--- config.mk ---
export PLATFORM = sky130hd
export DESIGN_NAME = apb_slave_regs
export DESIGN_NICKNAME = d
export VERILOG_FILES = /design/src/rtl/apb_slave_regs.sv
export SDC_FILE = /design/constraint.sdc
export NUM_CORES = 1
export LEC_CHECK = 0
export ABC_CLOCK_PERIOD_IN_PS = 5850
export BUFFER_PORTS_ARGS = -buffer_cell sky130_fd_sc_hd__buf_2
export CAP_MARGIN = 0
export CORE_AREA = 2 2 298 300
export CTS_CLUSTER_DIAMETER = 40
export CTS_CLUSTER_SIZE = 16
export DETAILED_ROUTE_END_ITERATION = 10
export DIE_AREA = 0 0 300 302
export PLACE_DENSITY = 0.54
export SLEW_MARGIN = 5
export SYNTH_ARGS = -nofsm -noshare
export SYNTH_HDL_FRONTEND = slang
export SYNTH_SLANG_ARGS = --single-unit
export TNS_END_PERCENT = 50
--- constraint.sdc ---
create_clock -name PCLK -period 5.85 [get_ports PCLK]
set_clock_uncertainty 0.05 [all_clocks]
set_input_delay 1.17 -clock PCLK [delete_from_list [all_inputs] [get_ports PCLK]]
set_output_delay 1.17 -clock PCLK [all_outputs]
set_load 0.005 [all_outputs]
--- src/rtl/apb_slave_regs.sv ---
// APB completer with a bank of DEPTH 32-bit registers and WAIT_CYCLES wait states per access.
// Define APB_SLVERR_EN to add the PSLVERR port for out-of-range accesses.
module apb_slave_regs #(
    parameter int          DEPTH       = 16,
    parameter int          WAIT_CYCLES = 0,
    parameter logic [31:0] RESET_VAL   = 32'h0000_0000
) (
    input  logic        PCLK,
    input  logic        PRESET,
    input  logic        PSEL,
    input  logic        PENABLE,
    input  logic        PWRITE,
    input  logic [7:0]  PADDR,
    input  logic [31:0] PWDATA,
    output logic [31:0] PRDATA,
`ifdef APB_SLVERR_EN
    output logic        PSLVERR,
`endif
    output logic        PREADY
);
    localparam int AW = (DEPTH > 1) ? $clog2(DEPTH) : 1;

    typedef enum logic [1:0] {IDLE, ACCESS, DONE} state_t;

    state_t        state, state_next;
    logic [31:0]   regs [DEPTH];
    logic [AW-1:0] addr_q;
    logic          write_q;
    logic [31:0]   wdata_q;
    logic [31:0]   rdata_q;
    logic          oor_q;
    logic [3:0]    cnt;
    logic          paddr_ok;
    logic          setup;
    logic          complete;

    assign paddr_ok = {24'b0, PADDR} < 32'(DEPTH);
    // DONE accepts a new SETUP exactly like IDLE, giving back-to-back transfers.
    assign setup    = (state != ACCESS) && PSEL && !PENABLE;
    assign PREADY   = (state == ACCESS) && (cnt == 4'(WAIT_CYCLES));
    assign complete = (state == ACCESS) && PSEL && PENABLE && PREADY;
    assign PRDATA   = rdata_q;
`ifdef APB_SLVERR_EN
    assign PSLVERR  = PREADY && oor_q;
`endif

    always_comb begin
        state_next = state;
        case (state)
            IDLE: begin
                if (setup) state_next = ACCESS;
            end
            ACCESS: begin
                if (!PSEL)         state_next = IDLE;
                else if (complete) state_next = DONE;
            end
            DONE: begin
                if (setup)                  state_next = ACCESS;
                else if (!(PSEL && PENABLE)) state_next = IDLE;
            end
            default: state_next = IDLE;
        endcase
    end

    always_ff @(posedge PCLK) begin
        if (PRESET) begin
            state   <= IDLE;
            cnt     <= '0;
            addr_q  <= '0;
            write_q <= 1'b0;
            wdata_q <= '0;
            rdata_q <= '0;
            oor_q   <= 1'b0;
            for (int i = 0; i < DEPTH; i++) regs[i] <= RESET_VAL;
        end else begin
            state <= state_next;
            if (setup) begin
                addr_q  <= PADDR[AW-1:0];
                write_q <= PWRITE;
                wdata_q <= PWDATA;
                oor_q   <= !paddr_ok;
                cnt     <= '0;
                rdata_q <= (!PWRITE && paddr_ok) ? regs[PADDR[AW-1:0]] : 32'h0;
            end else if (state == ACCESS) begin
                // Read data is only visible while the access phase lasts.
                if (state_next != ACCESS)          rdata_q <= 32'h0;
                else if (cnt != 4'(WAIT_CYCLES))   cnt     <= cnt + 4'd1;
            end
            if (complete && write_q && !oor_q) regs[addr_q] <= wdata_q;
        end
    end
endmodule

==> flow_summary_export.csv <==
group,metric,value,unit
critical_path,crit_path_max_incr_delay,810,ps
global_routing,grt_max_degree,86,
die,pin_count,78,
sta,slew_headroom,0.267,
route,drc_errors,0,
clock_network,clk_pin_slew,50,ps
sta,period_needed,3820,ps
global_routing,antenna_found_initial,1,
global_routing,track_usage,0.155,
cells_and_area,final_nets,1837,
sta,fin_ws,2030,ps
global_routing,grt_pass1_vias,15400,
sta,setup_tns,0,ps
synth,synth_seq_cells,588,
cells_and_area,drive_above_1_share,0.241,
critical_path,path_common_cell,"buf_4",
sta,max_clock_freq,262,MHz
route,via_per_inst,4.77,
cells_and_area,final_common_cell,"and2_1",
clock_network,hold_buffers,0,
sta,worst_slew_pin_slew,1100,ps
worst_hold_path,min-delay-start,"PRDATA[4]$_SDFFE_PP0P_",
synth,syn_nets,1776,
pwr,p_leak,11.7,nW
job,maxCapViolations,0,
worst_hold_path,min_path_cells,1,
synth,ys_warn_count,0,
sta,drv_slew,0,
critical_path,crit_type,"flop to flop",
die,start_util,0.298,
clock_network,cts_root_buffer,"clkbuf_16",
route,vias,14500,
place,io_buffers,77,
sta,finalHoldViolCount,0,
clock_network,clock_path_buffers,3,
synth,yosysUniqueCellTypes,37,
critical_path,end_kind,"flop",
sta,fin_crit_sh,0.652,
clock_network,cts_tree,"done",
critical_path,crit_required,6040,ps
cells_and_area,syn_to_final_growth,19.2,%
critical_path,cp_cell_sequence,"inv_1 > ha_1 > or3b_4 > or4_1 > buf_4 > nor4_4 > buf_4 > or2_2",
pwr,power,11.3,mW
critical_path,r2r_cells,8,
place,post-place-ws,1560,ps
critical_path,crit_path_start,"cnt[0]$_SDFFE_PP0P_",
die,dieArea,0.0906,mm^2
global_routing,grt_pass1_wl,103000,um
synth,yosysSeqAreaShare,0.648,
cells_and_area,final_area,0.0311,mm^2
die,die_y,302,um
clock_network,cts_resized,0,
route,wirelength,69400,um
route,antenna_left,0,
cells_and_area,antenna_cells,0,
sta,setup_viol,0,
status,outcome,"completed",
global_routing,grt_overflow_total,0,
clock_network,worst_skew_pair.late_latency,640,ps
route,first_pass_iters,5,
critical_path,arrival,4010,ps
cells_and_area,fin_cells,3038,
place,gp_congestion,0.746,
die,die-width,300,um
place,hpwl,39800,um
synth,syn_inst,1729,
sta,rsz0062_at_grt,"false",
critical_path,crit_fanout,33,
route,drt-initial-drc-count,1223,
critical_path,r2r-start,"cnt[0]$_SDFFE_PP0P_",
pwr,peakVddDrop,0.216,mV
die,placementRows,109,
place,place_inst,2858,
critical_path,crit_path_start_kind,"flop",
clock_network,htree_levels,3,
critical_path,crit_slowest_cell,"or2_2",
clock_network,cts_made_buffers,95,
synth,syn_area,0.0261,mm^2
worst_hold_path,hold_class,"flop to flop",
cells_and_area,final_cell_mix,"and2_1 (513), edfxtp_1 (512), mux4_2 (128)",
route,wire_per_inst,22.8,um
synth,avgSynthCellArea,15.1,um^2
place,place_area,0.0276,mm^2
die,coreArea,0.0876,mm^2
pwr,p_per_area,363,mW/mm^2
clock_network,cts.sinks,588,
clock_network,postCtsSetupBuffers,0,
-- cell families (layout without fill, tap and decap cells) --
group / Yosys count / in the layout / synth area share
and+or+nand+nor: 712 / 712 / 0.167
DFF: 588 / 588 / 0.648
muxes: 193 / 193 / 0.136
buffers and inverters: 156 / 300 / 0.0279
AOI/OAI and AO/OA: 75 / 75 / 0.0196
xor gates and xnor gates: 3 / 3 / 0.00101
adders and majority gates: 2 / 2 / 0.000960
-- sequential cells by signal, summed over array words and instances (netlist names) --
signal   flops
cnt          4
state        2
addr_q       4
wdata_q     32
oor_q        1
write_q      1
regs       512
PRDATA      32
-- Yosys cell counts, drive strengths merged --
cell | number | share of area
nand3b | 1 | 0.00029
nand2b | 6 | 0.0014
a211o | 32 | 0.011
and2 | 514 | 0.12
or3b | 1 | 0.00043
nand3 | 1 | 0.00019
buf | 50 | 0.012
clkbuf | 100 | 0.015
nand4 | 3 | 0.00072
a21oi | 38 | 0.0073
nor2 | 4 | 0.00058
xor2 | 2 | 0.00067
nor2b | 2 | 0.00048
nor3 | 80 | 0.020
a211oi | 1 | 0.00029
xnor2 | 1 | 0.00034
or2 | 17 | 0.0041
dfxtp | 76 | 0.058
edfxtp | 512 | 0.59
mux2i | 65 | 0.025
o21ba | 1 | 0.00038
ha | 2 | 0.00096
a311oi | 1 | 0.00034
inv | 6 | 0.00086
o21ai | 1 | 0.00019
nand2 | 77 | 0.011
or4 | 1 | 0.00029
a2111oi | 1 | 0.00034
nor4 | 5 | 0.0035
mux4 | 128 | 0.11
-- final timing paths --
path | endpoint | slack, ps
setup / recovery | regs[0][9]$_SDFFCE_PN0P_ | 2030
hold / removal | PRDATA[4]$_SDFFE_PP0P_ | 410
setup reg to reg | regs[0][9]$_SDFFCE_PN0P_ | 2030
hold reg to reg | PRDATA[4]$_SDFFE_PP0P_ | 410
-- area by class of cell --
type	instances	area (um^2)
inverters	6	22.5
clock buffers	117	2650
multi-input cells	985	8470
well taps	1165	1460
flip-flops and latches	588	16900
clock inverters	63	866
repair buffers	114	707
fillers	8287	56500
-- power breakdown --
| group | total [mW] | internal, mW | switching, mW | leakage (nW) |
|---|---|---|---|---|
| Sequential | 4.77 | 4.68 | 0.0874 | 5.90 |
| Combinational | 0.456 | 0.179 | 0.277 | 4.06 |
| Clock | 6.05 | 3.90 | 2.15 | 1.70 |
| Total | 11.3 | 8.77 | 2.51 | 11.7 |
-- layer usage --
metal / track usage / vias to the layer above / part of all wire / wire [um]
met5: 0 / - / 0 / 0
met4: 0.0395 / 0 / 0.015 / 1030
met3: 0.0232 / 76 / 0.049 / 3400
met2: 0.265 / 373 / 0.50 / 34800
met1: 0.206 / 7571 / 0.43 / 30200
li1: - / 6478 / - / -
-- through the flow --
stage               utilization  hold WS, ps
CTS                       0.355          414
detailed placement        0.315          394
global placement          0.315          393
finish                    0.355          412
floorplan                     -          387
global route              0.355          435
-- worst max-delay path, delay by kind of cell (launching register included) --
| family | cells | cell delay, ps |
|---|---|---|
| adder cells (fa/ha/maj) | 1 | 140 |
| buffers and inverters | 3 | 810 |
| flip-flops | 1 | 320 |
| AND/OR/NAND/NOR | 4 | 2090 |
Note: power is estimated with default switching activity, not from simulation.
